### config.mk
export PLATFORM = sky130hd
export DESIGN_NAME = waveform_sequencer
export DESIGN_NICKNAME = d
export VERILOG_FILES = /design/src/rtl/waveform_sequencer.sv
export SDC_FILE = /design/constraint.sdc
export NUM_CORES = 1
export LEC_CHECK = 0
export CAP_MARGIN = 40
export CORE_ASPECT_RATIO = 2
export CORE_MARGIN = 3
export CORE_UTILIZATION = 50
export DETAILED_ROUTE_END_ITERATION = 7
export MAX_ROUTING_LAYER = met4
export PLACE_DENSITY_LB_ADDON = 0.2
export SLEW_MARGIN = 20
export SYNTH_ARGS = -nofsm -noshare
export SYNTH_HDL_FRONTEND = slang
export SYNTH_SLANG_ARGS = --single-unit
### constraint.sdc
create_clock -name sys_clk_i -period 7.75 [get_ports sys_clk_i]
set_input_delay 0.775 -clock sys_clk_i [delete_from_list [all_inputs] [get_ports sys_clk_i]]
set_output_delay 0.775 -clock sys_clk_i [all_outputs]
set_load 0.03 [all_outputs]
### src/rtl/waveform_sequencer.sv
// Waveform sequencer: on each waveform clock pulse, read the next sample from
// a programmable address window of sample RAM and present it to the DAC.
// Plays continuously or for a burst of complete waveform periods. The RAM
// read latency is a parameter; the read pipeline accepts one pulse per cycle.
module waveform_sequencer #(
    parameter int ADDR_WIDTH  = 12,
    parameter int DATA_WIDTH  = 14,
    parameter int CNT_WIDTH   = 16,
    parameter int RAM_LATENCY = 1
) (
    input  logic                  sys_clk_i,
    input  logic                  sys_rst_i,
    input  logic                  ws_en_i,
    input  logic                  ws_mode_i,
    input  logic [ADDR_WIDTH-1:0] ws_start_addr_i,
    input  logic [ADDR_WIDTH-1:0] ws_len_i,
    input  logic [CNT_WIDTH-1:0]  ws_burst_i,
    input  logic                  wc_clk_p_i,
    output logic                  ram_rd_o,
    output logic [ADDR_WIDTH-1:0] ram_addr_o,
    input  logic [DATA_WIDTH-1:0] ram_data_i,
    output logic [DATA_WIDTH-1:0] dac_data_o,
    output logic                  dac_valid_o,
    output logic                  ws_busy_o,
    output logic                  ws_done_o
);

    typedef enum logic [2:0] {
        S_IDLE     = 3'd0,
        S_RUN      = 3'd1,
        S_DRAIN    = 3'd2,
        S_DONE     = 3'd3,
        S_WAIT_DIS = 3'd4
    } state_t;

    state_t state_q, state_d;

    // Configuration latched when playback starts
    logic [ADDR_WIDTH-1:0] start_q, start_d;
    logic [ADDR_WIDTH-1:0] len_q, len_d;
    logic                  mode_q, mode_d;
    logic [CNT_WIDTH-1:0]  burst_q, burst_d;

    // Playback position
    logic [ADDR_WIDTH-1:0] ptr_q, ptr_d;
    logic [ADDR_WIDTH-1:0] idx_q, idx_d;
    logic [CNT_WIDTH-1:0]  period_q, period_d;
    logic                  burst_end_q, burst_end_d;

    // Read request and read pipeline
    logic                  rd_q, rd_d;
    logic [ADDR_WIDTH-1:0] addr_q, addr_d;
    logic [RAM_LATENCY-1:0] pipe_q, pipe_d;

    // DAC output registers
    logic [DATA_WIDTH-1:0] dac_q, dac_d;
    logic                  valid_q, valid_d;

    logic                  last_sample;
    logic [CNT_WIDTH-1:0]  period_inc;
    logic                  inflight;

    assign last_sample = (idx_q == (len_q - 1'b1));
    assign period_inc  = period_q + 1'b1;
    // A read is outstanding from the cycle it is issued until its data lands
    assign inflight    = rd_q | (|pipe_q);

    // State register
    always_ff @(posedge sys_clk_i) begin
        if (sys_rst_i) begin
            state_q <= S_IDLE;
        end else begin
            state_q <= state_d;
        end
    end

    // Next-state logic plus configuration, position and read-request updates
    always_comb begin
        state_d     = state_q;
        start_d     = start_q;
        len_d       = len_q;
        mode_d      = mode_q;
        burst_d     = burst_q;
        ptr_d       = ptr_q;
        idx_d       = idx_q;
        period_d    = period_q;
        burst_end_d = burst_end_q;
        rd_d        = 1'b0;
        addr_d      = addr_q;

        case (state_q)
            S_IDLE: begin
                if (ws_en_i && (ws_len_i != '0)) begin
                    state_d     = S_RUN;
                    start_d     = ws_start_addr_i;
                    len_d       = ws_len_i;
                    mode_d      = ws_mode_i;
                    // A burst count of zero plays a single period
                    burst_d     = (ws_burst_i == '0) ? CNT_WIDTH'(1) : ws_burst_i;
                    ptr_d       = ws_start_addr_i;
                    idx_d       = '0;
                    period_d    = '0;
                    burst_end_d = 1'b0;
                end
            end

            S_RUN: begin
                // Disable wins over a pulse arriving in the same cycle
                if (!ws_en_i) begin
                    state_d = S_DRAIN;
                end else if (wc_clk_p_i) begin
                    rd_d   = 1'b1;
                    addr_d = ptr_q;
                    if (last_sample) begin
                        idx_d    = '0;
                        ptr_d    = start_q;
                        period_d = period_inc;
                        if (mode_q && (period_inc == burst_q)) begin
                            state_d     = S_DRAIN;
                            burst_end_d = 1'b1;
                        end
                    end else begin
                        idx_d = idx_q + 1'b1;
                        ptr_d = ptr_q + 1'b1;
                    end
                end
            end

            S_DRAIN: begin
                if (!inflight) begin
                    state_d = burst_end_q ? S_DONE : S_IDLE;
                end
            end

            S_DONE: begin
                state_d = S_WAIT_DIS;
            end

            S_WAIT_DIS: begin
                if (!ws_en_i) begin
                    state_d = S_IDLE;
                end
            end

            default: begin
                state_d = S_IDLE;
            end
        endcase
    end

    // Read pipeline: one flag per cycle of RAM latency
    genvar gi;
    generate
        for (gi = 0; gi < RAM_LATENCY; gi++) begin : g_pipe
            if (gi == 0) begin : g_first
                assign pipe_d[gi] = rd_q;
            end else begin : g_next
                assign pipe_d[gi] = pipe_q[gi-1];
            end
        end
    endgenerate

    // DAC update when the oldest read's data is present on ram_data_i
    always_comb begin
        valid_d = pipe_q[RAM_LATENCY-1];
        dac_d   = dac_q;
        if (pipe_q[RAM_LATENCY-1]) begin
            dac_d = ram_data_i;
        end
    end

    // Datapath registers; reset discards all in-flight reads
    always_ff @(posedge sys_clk_i) begin
        if (sys_rst_i) begin
            start_q     <= '0;
            len_q       <= '0;
            mode_q      <= 1'b0;
            burst_q     <= '0;
            ptr_q       <= '0;
            idx_q       <= '0;
            period_q    <= '0;
            burst_end_q <= 1'b0;
            rd_q        <= 1'b0;
            addr_q      <= '0;
            pipe_q      <= '0;
            dac_q       <= '0;
            valid_q     <= 1'b0;
        end else begin
            start_q     <= start_d;
            len_q       <= len_d;
            mode_q      <= mode_d;
            burst_q     <= burst_d;
            ptr_q       <= ptr_d;
            idx_q       <= idx_d;
            period_q    <= period_d;
            burst_end_q <= burst_end_d;
            rd_q        <= rd_d;
            addr_q      <= addr_d;
            pipe_q      <= pipe_d;
            dac_q       <= dac_d;
            valid_q     <= valid_d;
        end
    end

    assign ram_rd_o    = rd_q;
    assign ram_addr_o  = addr_q;
    assign dac_data_o  = dac_q;
    assign dac_valid_o = valid_q;
    assign ws_busy_o   = (state_q == S_RUN) || (state_q == S_DRAIN);
    assign ws_done_o   = (state_q == S_DONE);

endmodule

* Word level (Yosys, flattened, before mapping)
Cells that the tools add are included.
** Word-level totals
- Flip-flop bits (word level) :: 114
- Latch bits :: 0
- Memory bits (writable) :: 0
- Bits in read-only memories :: 0
- Bits of input ports :: 59
- Output and inout bits :: 30
- Logic and storage cells :: 83
- Memories kept :: 0
** Operators by class
- $add $sub $neg :: 4
- Multiply operators :: 0
- Div/mod/pow operators :: 0
- Magnitude comparators :: 0
- Eq/ne operators :: 16
- Shifts and indexed selects :: 0
- Multiplexer cells :: 32
- Bitwise gates (word level) :: 3
- Reductions and logical operators :: 14
** Operators by type and width (count)
- $mux 12 :: 8
- $mux 16 :: 5
- $pmux 12 s2 :: 2
- $pmux 16 s2 :: 1
- $add 12x1->12 const B :: 2
- $mux 3 :: 7
- $add 16x1->16 const B :: 1
- $eq 16x16->1 :: 1
- $logic_not 16->1 :: 1
- $pmux 3 s5 :: 1
- $ne 2x2->1 const B :: 7
- $eq 12x12->1 :: 1
- $reduce_and 6->1 :: 2
- $reduce_bool 12->1 :: 1
- $sub 12x1->12 const B :: 1
- $ne 3x3->1 const B :: 3
- $eq 3x2->1 const B :: 2
- $mux 1 :: 6
- $reduce_and 5->1 :: 1
- $reduce_and 4->1 :: 1
- $eq 3x1->1 const B :: 1
- $eq 3x3->1 const B :: 1
- $logic_not 3->1 :: 1
- $reduce_and 3->1 :: 1
- other kinds (9) :: 11

* Longest topological paths before layout
Gate-level depths: netlist of run 1.
- Depth after elaboration :: 8
- Mapped depth :: 11
- Gate-level depth less buffers :: 9

* Worst setup path before layout of run 1
No wires, ideal clock.
- Path type :: in2reg
- Start point :: input port ws_len_i[2]
- End point :: register ptr_q[10]
- Library setup time :: 0.074 ns
- Arrival :: 2.580 ns
- Required time :: 7.676 ns
- Slack :: 5.096 ns
- Stages :: 7
- Path buffers :: 2
- Cell sequence :: nor4_1 -> a311oi_2 -> o22ai_1 -> clkbuf_1 -> buf_2 -> a21oi_1 -> a31oi_1
** Between the ends
- Longest elaborated chain between the ends :: 4
** Ends and longest elaborated chain
- start, declared :: line 16 : input logic [ADDR_WIDTH-1:0] ws_len_i,
- $reduce_bool 12->1 :: line 93 : if (ws_en_i && (ws_len_i != '0)) begin
- $logic_and 1x1->1 :: line 93
- $ne 2x2->1 (no source line)
- $reduce_and 4->1 (no source line)
- end signal, assigned :: line 193 : ptr_q <= ptr_d;
- end, declared :: line 45 : logic [ADDR_WIDTH-1:0] ptr_q, ptr_d;
No other way between the ends.
A chain may end at the register's enable or synchronous reset.

* Final worst setup path of run 1
- Start point :: input port ws_en_i
- End point :: register period_q[12]
** Between the ends
- Longest elaborated chain between the ends :: 3
- Elaborated cells between the ends (all ways) :: 4
- Classes of those cells :: eq/ne (2); reduce/logical (2)
** Ends and longest elaborated chain
- start, declared :: line 13 : input logic ws_en_i,
- $logic_and 1x1->1 :: line 93
- $ne 2x2->1 (no source line)
- $reduce_and 5->1 (no source line) (*)
- end signal, assigned :: line 195 : period_q <= period_d;
- end, declared :: line 47 : logic [CNT_WIDTH-1:0] period_q, period_d;
Mark *: on every way between the ends. The rest lies on a longest branch, timed or not.

==> results by group, run 1 <==
Global routing
  • GRT overflow: 0
  • Pin count of the biggest net entering global routing: 45
  • First-pass GRT wire length: 27000 microns
  • GRT Util Overall: 25.6%
  • Antenna violations before repair: 0
  • Vias in the first global route: 5727

STA
  • Slew HR: 43.5%
  • Worst Skew: 0.00562 ns
  • Setup violators final: 0
  • Final WS setup: 3.55 ns
  • Final max-slew violation count: 0
  • Slew @ Worst Pin: 0.845 ns
  • Final worst path period share: 54.2%
  • RSZ-0062 raised after global routing: no
  • Highest clock rate: 0.238 GHz
  • Post-layout min period: 4.20 ns
  • Final hold vios: 0
  • Total negative slack: 0 ns

Synth
  • #FFs+latches synth: 114
  • Sequential share of the synthesized area: 38.4%
  • Post-Syn Instances: 742
  • Top cell type's share of synthesized area: 38.4%
  • Post-synth EDFFs: 0
  • Post-synth cell types: 62
  • Post-synthesis cell type with the largest combined area: dfxtp_1
  • Post-synth top flop: dfxtp_1
  • Syn_area_per_cell: 8.01 sq um
  • Fraction of registers with async set/reset: 0%
  • Ys Warns: 0
  • Synthesized net count: 805
  • Main area contributors after synthesis: dfxtp_1, nand2_1, a21oi_1
  • Post-Syn Area: 0.00594 sq mm

Clocking
  • CTS tree: done
  • Hold Buf Count CTS: 0
  • Clock tree buffer depth: 2
  • Clock latency on the worst-skew pair: 0.41 ns
  • Cts bufs inserted: 17
  • Post CTS Setup Buffer Count: 0
  • Clk slew on worst S/H paths: 0.05 ns
  • # H-tree levels: 4
  • Root Buffer: clkbuf_16
  • Post_cts resized: 0
  • Sink Count: 114

Drt
  • Routed wire length per instance: 17.5 microns
  • Routed vias/inst: 6.04
  • DR vias: 5812
  • Antenna Violating Nets Remaining: 0
  • Initial DRC Count: 388
  • Number of detailed-route iterations in the first pass: 5
  • WL final: 16800 microns
  • DRC errors left: 0

Power and ir drop
  • Leak: 0.00270 uW
  • Max IR drop VDD: 201 uV
  • Power density over the cells: 308 mW/mm^2

Layout
  • Most common cell after layout, fill and taps aside: nand2_1
  • Antenna diodes: 0
  • Share of layout cells above drive strength 1: 7.55%
  • End-of-flow core utilization: 65.9%
  • Nets: 872
  • Most frequent cells in the layout: nand2_1, dfxtp_1, clkdlybuf4s50_1
  • P&R area growth vs syn: 27.5%
  • Fin area: 0.00758 sq mm

Worst hold path
  • Hold Path Depth: 2
  • Hold_sp: ram_addr_o[10]$_SDFFE_PP0P_
  • HP Class: reg -> reg
  • Hold Path End: ram_addr_o[10]$_SDFFE_PP0P_

Critical path
  • Critical path peak fanout: 32
  • Worst R2R End: period_q[12]$_SDFFE_PP0P_
  • Worst EP arrival: 4.53 ns
  • CP startpoint: ws_en_i
  • Worst setup SP type: primary input
  • Worst Setup End Kind: flop
  • WS Path Type: in -> reg
  • Depth of the most critical reg-to-reg path: 7
  • Reg2Reg Setup Slack: 3.99 ns
  • R2r startpoint: state_q[2]$_SDFFE_PP0P_
  • Worst path required time: 8.08 ns

Place
  • Port Buffers: 88
  • DP Area: 0.00687 sq mm
  • Placement Setup Slack: 3.20 ns
  • Placer Congestion: 0.892
  • Final HPWL DP: 11900 microns

Die
  • Core footprint: 0.0115 sq mm
  • Row count: 55
  • Starting density of the core: 51.7%
  • Die area: 0.0133 sq mm
  • Die extent in x: 83.1 microns
  • # IOs: 89
  • Chip height: 160 microns

Run status
  • Outcome: finished, final reports clean

Flow run
  • Total of max-cap violations: 0
[worst max-delay path by stage]
stage | depth (start not counted) | slack (ns) | endpoint
after floorplan | 7 | 5.10 | ptr_q[10]$_SDFFE_PP0P_
after global placement | 8 | 3.30 | period_q[9]$_SDFFE_PP0P_
after detailed placement | 8 | 3.20 | period_q[12]$_SDFFE_PP0P_
after CTS | 8 | 3.61 | period_q[12]$_SDFFE_PP0P_
after global routing | 8 | 3.36 | period_q[12]$_SDFFE_PP0P_
final | 8 | 3.55 | period_q[12]$_SDFFE_PP0P_
[layer usage]
layer  vias to the layer above  global-route usage [%]  share of wire, %
li1                       2784                       -                 -
met1                      2784                    23.9                35
met2                       182                    46.7                56
met3                        62                    4.23               3.3
met4                         0                    17.6               5.7
met5                         -                       -                 0
[synth_stat cells, drive strengths merged (6+ instances only)]
library cell / count
clkbuf: 41
a21oi: 77
nand4: 20
o41ai: 7
o31ai: 7
nor2b: 11
mux2i: 15
nand2: 135
inv: 14
nor3: 14
nor4: 10
and3: 12
a32o: 6
a31oi: 18
xor2: 26
xnor2: 31
o211ai: 7
nor2: 47
nand3: 29
buf: 11
dfxtp: 114
o21ai: 23
[cell type report]
cell class	count	area, sq um
Fill cell	920	3910
Multi-Input combinational cell	562	3410
Sequential cell	114	2280
Timing Repair Buffer	100	1010
Clock buffer	19	433
Clock inverter	12	213
Tap cell	142	178
Inverter	14	52.6
[state kept, by name, summed over array words and instances (netlist names), 12 cells and up]
signal and cells:
dac_data_o 14, period_q 16, start_q 12, ptr_q 12, ram_addr_o 12, len_q 12
idx_q 12, burst_q 16
[where the power goes]
part           switching, uW  internal [uW]  leakage (uW)
Sequential               100            673      0.000928
Clock                    265            597      0.000316
Combinational            433            264       0.00145
[metrics by stage]
step | power [uW] | hold WS [ns] | cells
after floorplan | 1250 | 0.432 | 742
after global placement | 1440 | 0.441 | 927
after detailed placement | 1460 | 0.448 | 928
after CTS | 2330 | 0.455 | 959
after global routing | 2440 | 0.478 | 963
final | 2330 | 0.455 | 963
[worst max-delay path: stages]
cell and delay [ns]:
clkdlybuf4s50_1 0.63, nand2b_1 0.21, a311oi_4 0.55, buf_4 0.46, o22a_1 0.54, nand2_1 0.55, or4b_1 0.64, a21oi_1 0.16
[logic make-up after synthesis]
family                   count (synthesis)  share of synthesized area, %
AO/OA/AOI/OAI                          179                          20.5
XOR/XNOR                                57                          8.40
adder cells (fa/ha/maj)                  4                         0.842
buffers and inverters                   66                          4.63
flip-flops                             114                          38.4
multiplexers                            16                          2.72
AND/OR/NAND/NOR                        306                          24.5
No activity file was read; power rests on OpenSTA's default activity.
==> run 2: changes to the inputs <==
Settings changed: CORE_UTILIZATION 50 to 49.
Clock period 7.75 ns to 3.7 ns, I/O delays scaled along.
==> run 2 against run 1 <==
Total power is 100% higher. Combinational power grew 110%. Setup slack worse by 2.8 ns. Sequential cell count unchanged. Sequential power increased by 110%. Wire length increased by 2.1%. Global-route usage increased by 0.84 points. Via count up 0.21%. Die area increased by 1.9%. Core utilization is 1.8 points lower. Sequential share of layout area grew 0.12 points. Non-clock buffer count rose by 8. Highest routed layer unchanged.
==> results by group, run 2 (synthesis gave the netlist of run 1 again) <==
Run status
  • Outcome: finished, final reports clean

Global routing
  • First-pass GRT wire length: 28100 microns
  • Pin count of the biggest net entering global routing: 61
  • Vias in the first global route: 5730
  • Antenna violations before repair: 0
  • GRT Util Overall: 26.5%
  • GRT overflow: 0

Critical path
  • Worst EP arrival: 3.30 ns
  • CP startpoint: len_q[0]$_SDFFE_PP0P_
  • Worst path required time: 4.03 ns
  • Critical Path, Cell by Cell: inv_1 -> ha_1 -> nor3b_1 -> xnor2_1 -> o211ai_1 -> nor4_2 -> buf_4 -> nand2_2 -> buf_4 -> o31a_1 -> a211oi_2
  • Critical path buffer and inverter count: 3
  • R2r startpoint: len_q[0]$_SDFFE_PP0P_
  • Most used cell, CP: buf_4
  • CP max-delay cell: dfxtp_1
  • Critical path peak fanout: 27
  • WS Path Type: reg -> reg
  • Worst Setup End Kind: flop
  • CP max stage delay: 0.35 ns
  • Worst setup SP type: flop
  • Delay-heaviest family, CP: simple AND/OR/NAND/NOR gates

STA
  • Final hold vios: 0
  • Setup violators final: 0
  • Highest clock rate: 0.337 GHz
  • Worst Skew: 0.00682 ns
  • Post-layout min period: 2.97 ns
  • Total negative slack: 0 ns
  • RSZ-0062 raised after global routing: no
  • Slew HR: 55.9%
  • Final worst path period share: 80.2%
  • Final max-slew violation count: 0
  • Slew @ Worst Pin: 0.662 ns

Layout
  • Seq. cell area: 0.00228 sq mm
  • Share of layout cells above drive strength 1: 8.55%
  • Antenna diodes: 0
  • Multi-input gate area in the final layout: 0.00341 sq mm
  • Nets: 880
  • Layout Cells excl Fill: 975
  • Most common cell after layout, fill and taps aside: nand2_1
  • Filler cell count: 1035
  • Most frequent cells in the layout: nand2_1, dfxtp_1, clkdlybuf4s50_1
  • P&R area growth vs syn: 27.0%

Clocking
  • Hold Buf Count CTS: 0
  • Cts bufs inserted: 17
  • Sink Count: 114
  • CTS tree: done
  • Clk slew on worst S/H paths: 0.06 ns
  • Clock tree buffer depth: 2
  • Root Buffer: clkbuf_16
  • Post CTS Setup Buffer Count: 0
  • Clock latency on the worst-skew pair: 0.42 ns
  • # H-tree levels: 4
  • Post_cts resized: 0

Drt
  • Initial DRC Count: 343
  • DR vias: 5824
  • Routed vias/inst: 5.97
  • DRC errors left: 0
  • Antenna Violating Nets Remaining: 0
  • Routed wire length per instance: 17.6 microns
  • Number of detailed-route iterations in the first pass: 7
  • WL final: 17200 microns

Die
  • Starting density of the core: 50.5%
  • Core footprint: 0.0118 sq mm
  • # IOs: 89
  • Die area: 0.0136 sq mm
  • Chip height: 162 microns
  • Die extent in x: 83.9 microns
  • Row count: 56

Place
  • Placer Congestion: 0.896
  • Final HPWL DP: 12300 microns
  • Inst Count DP: 942
  • Port Buffers: 88

Power and ir drop
  • Max IR drop VDD: 416 uV
  • Total chip power: 4740 uW
  • Leak: 0.00267 uW
  • Power density over the cells: 628 mW/mm^2

Flow run
  • Total of max-cap violations: 0

Worst hold path
  • HP Class: reg -> reg
  • Hold_sp: ram_addr_o[1]$_SDFFE_PP0P_
-- run 2: cell count changes in the layout (fill, tap and decap cells not counted), sizes merged --
cell / change
buf: +9
clkinvlp: +5
bufinv: -4
clkinv: -2
inv: +1
-- run 2: worst register-to-register path, delay by kind of cell, from the launching register on --
| family | cells | cell delay, ns |
|---|---|---|
| adder cells (fa/ha/maj) | 1 | 0.25 |
| AO/OA/AOI/OAI | 3 | 0.67 |
| buffers and inverters | 3 | 0.68 |
| flip-flops | 1 | 0.35 |
| AND/OR/NAND/NOR | 3 | 0.79 |
| XOR/XNOR | 1 | 0.15 |
-- run 2: layer usage --
| metal | share of wire (%) | global-route usage, % | up-vias |
|---|---|---|---|
| li1 | - | - | 2799 |
| met1 | 36 | 25.9 | 2787 |
| met2 | 54 | 47.9 | 166 |
| met3 | 3.2 | 4.77 | 72 |
| met4 | 6.0 | 15.7 | 0 |
| met5 | 0 | - | - |
-- run 2: where the power goes --
| part | total [uW] | switching (uW) | internal (uW) | leakage, uW |
|---|---|---|---|---|
| registers | 1620 | 213 | 1410 | 0.000928 |
| logic | 1490 | 908 | 583 | 0.00148 |
| clock network | 1630 | 604 | 1020 | 0.000271 |
-- run 2: final timing paths --
path	endpoint	slack [ns]	cells after the start
setup / recovery	ptr_q[2]$_SDFFE_PP0P_	0.73	11
setup reg to reg	ptr_q[2]$_SDFFE_PP0P_	0.73	11
hold reg to reg	ram_addr_o[1]$_SDFFE_PP0P_	0.45	2
hold / removal	ram_addr_o[1]$_SDFFE_PP0P_	0.45	2
-- run 2: final cells by class --
class,count,share of cell area [%]
multi-input cells,562,45.2
well taps,145,2.40
inverters,14,0.696
repair buffers,108,13.7
flip-flops and latches,114,30.2
clock inverters,12,1.76
clock buffers,20,6.05
-- run 2: through the flow --
step | util [%] | area, sq um | worst slack (ns) | hold WS (ns)
2_1_floorplan | - | 5940 | 1.22 | 0.432
3_3_place_gp | 58.9 | 6930 | 0.661 | 0.442
3_5_place_dp | 59.0 | 6940 | 0.775 | 0.447
4_1_cts | 64.0 | 7530 | 0.737 | 0.441
5_1_grt | 64.1 | 7550 | 0.501 | 0.478
6_report | 64.1 | 7550 | 0.734 | 0.450
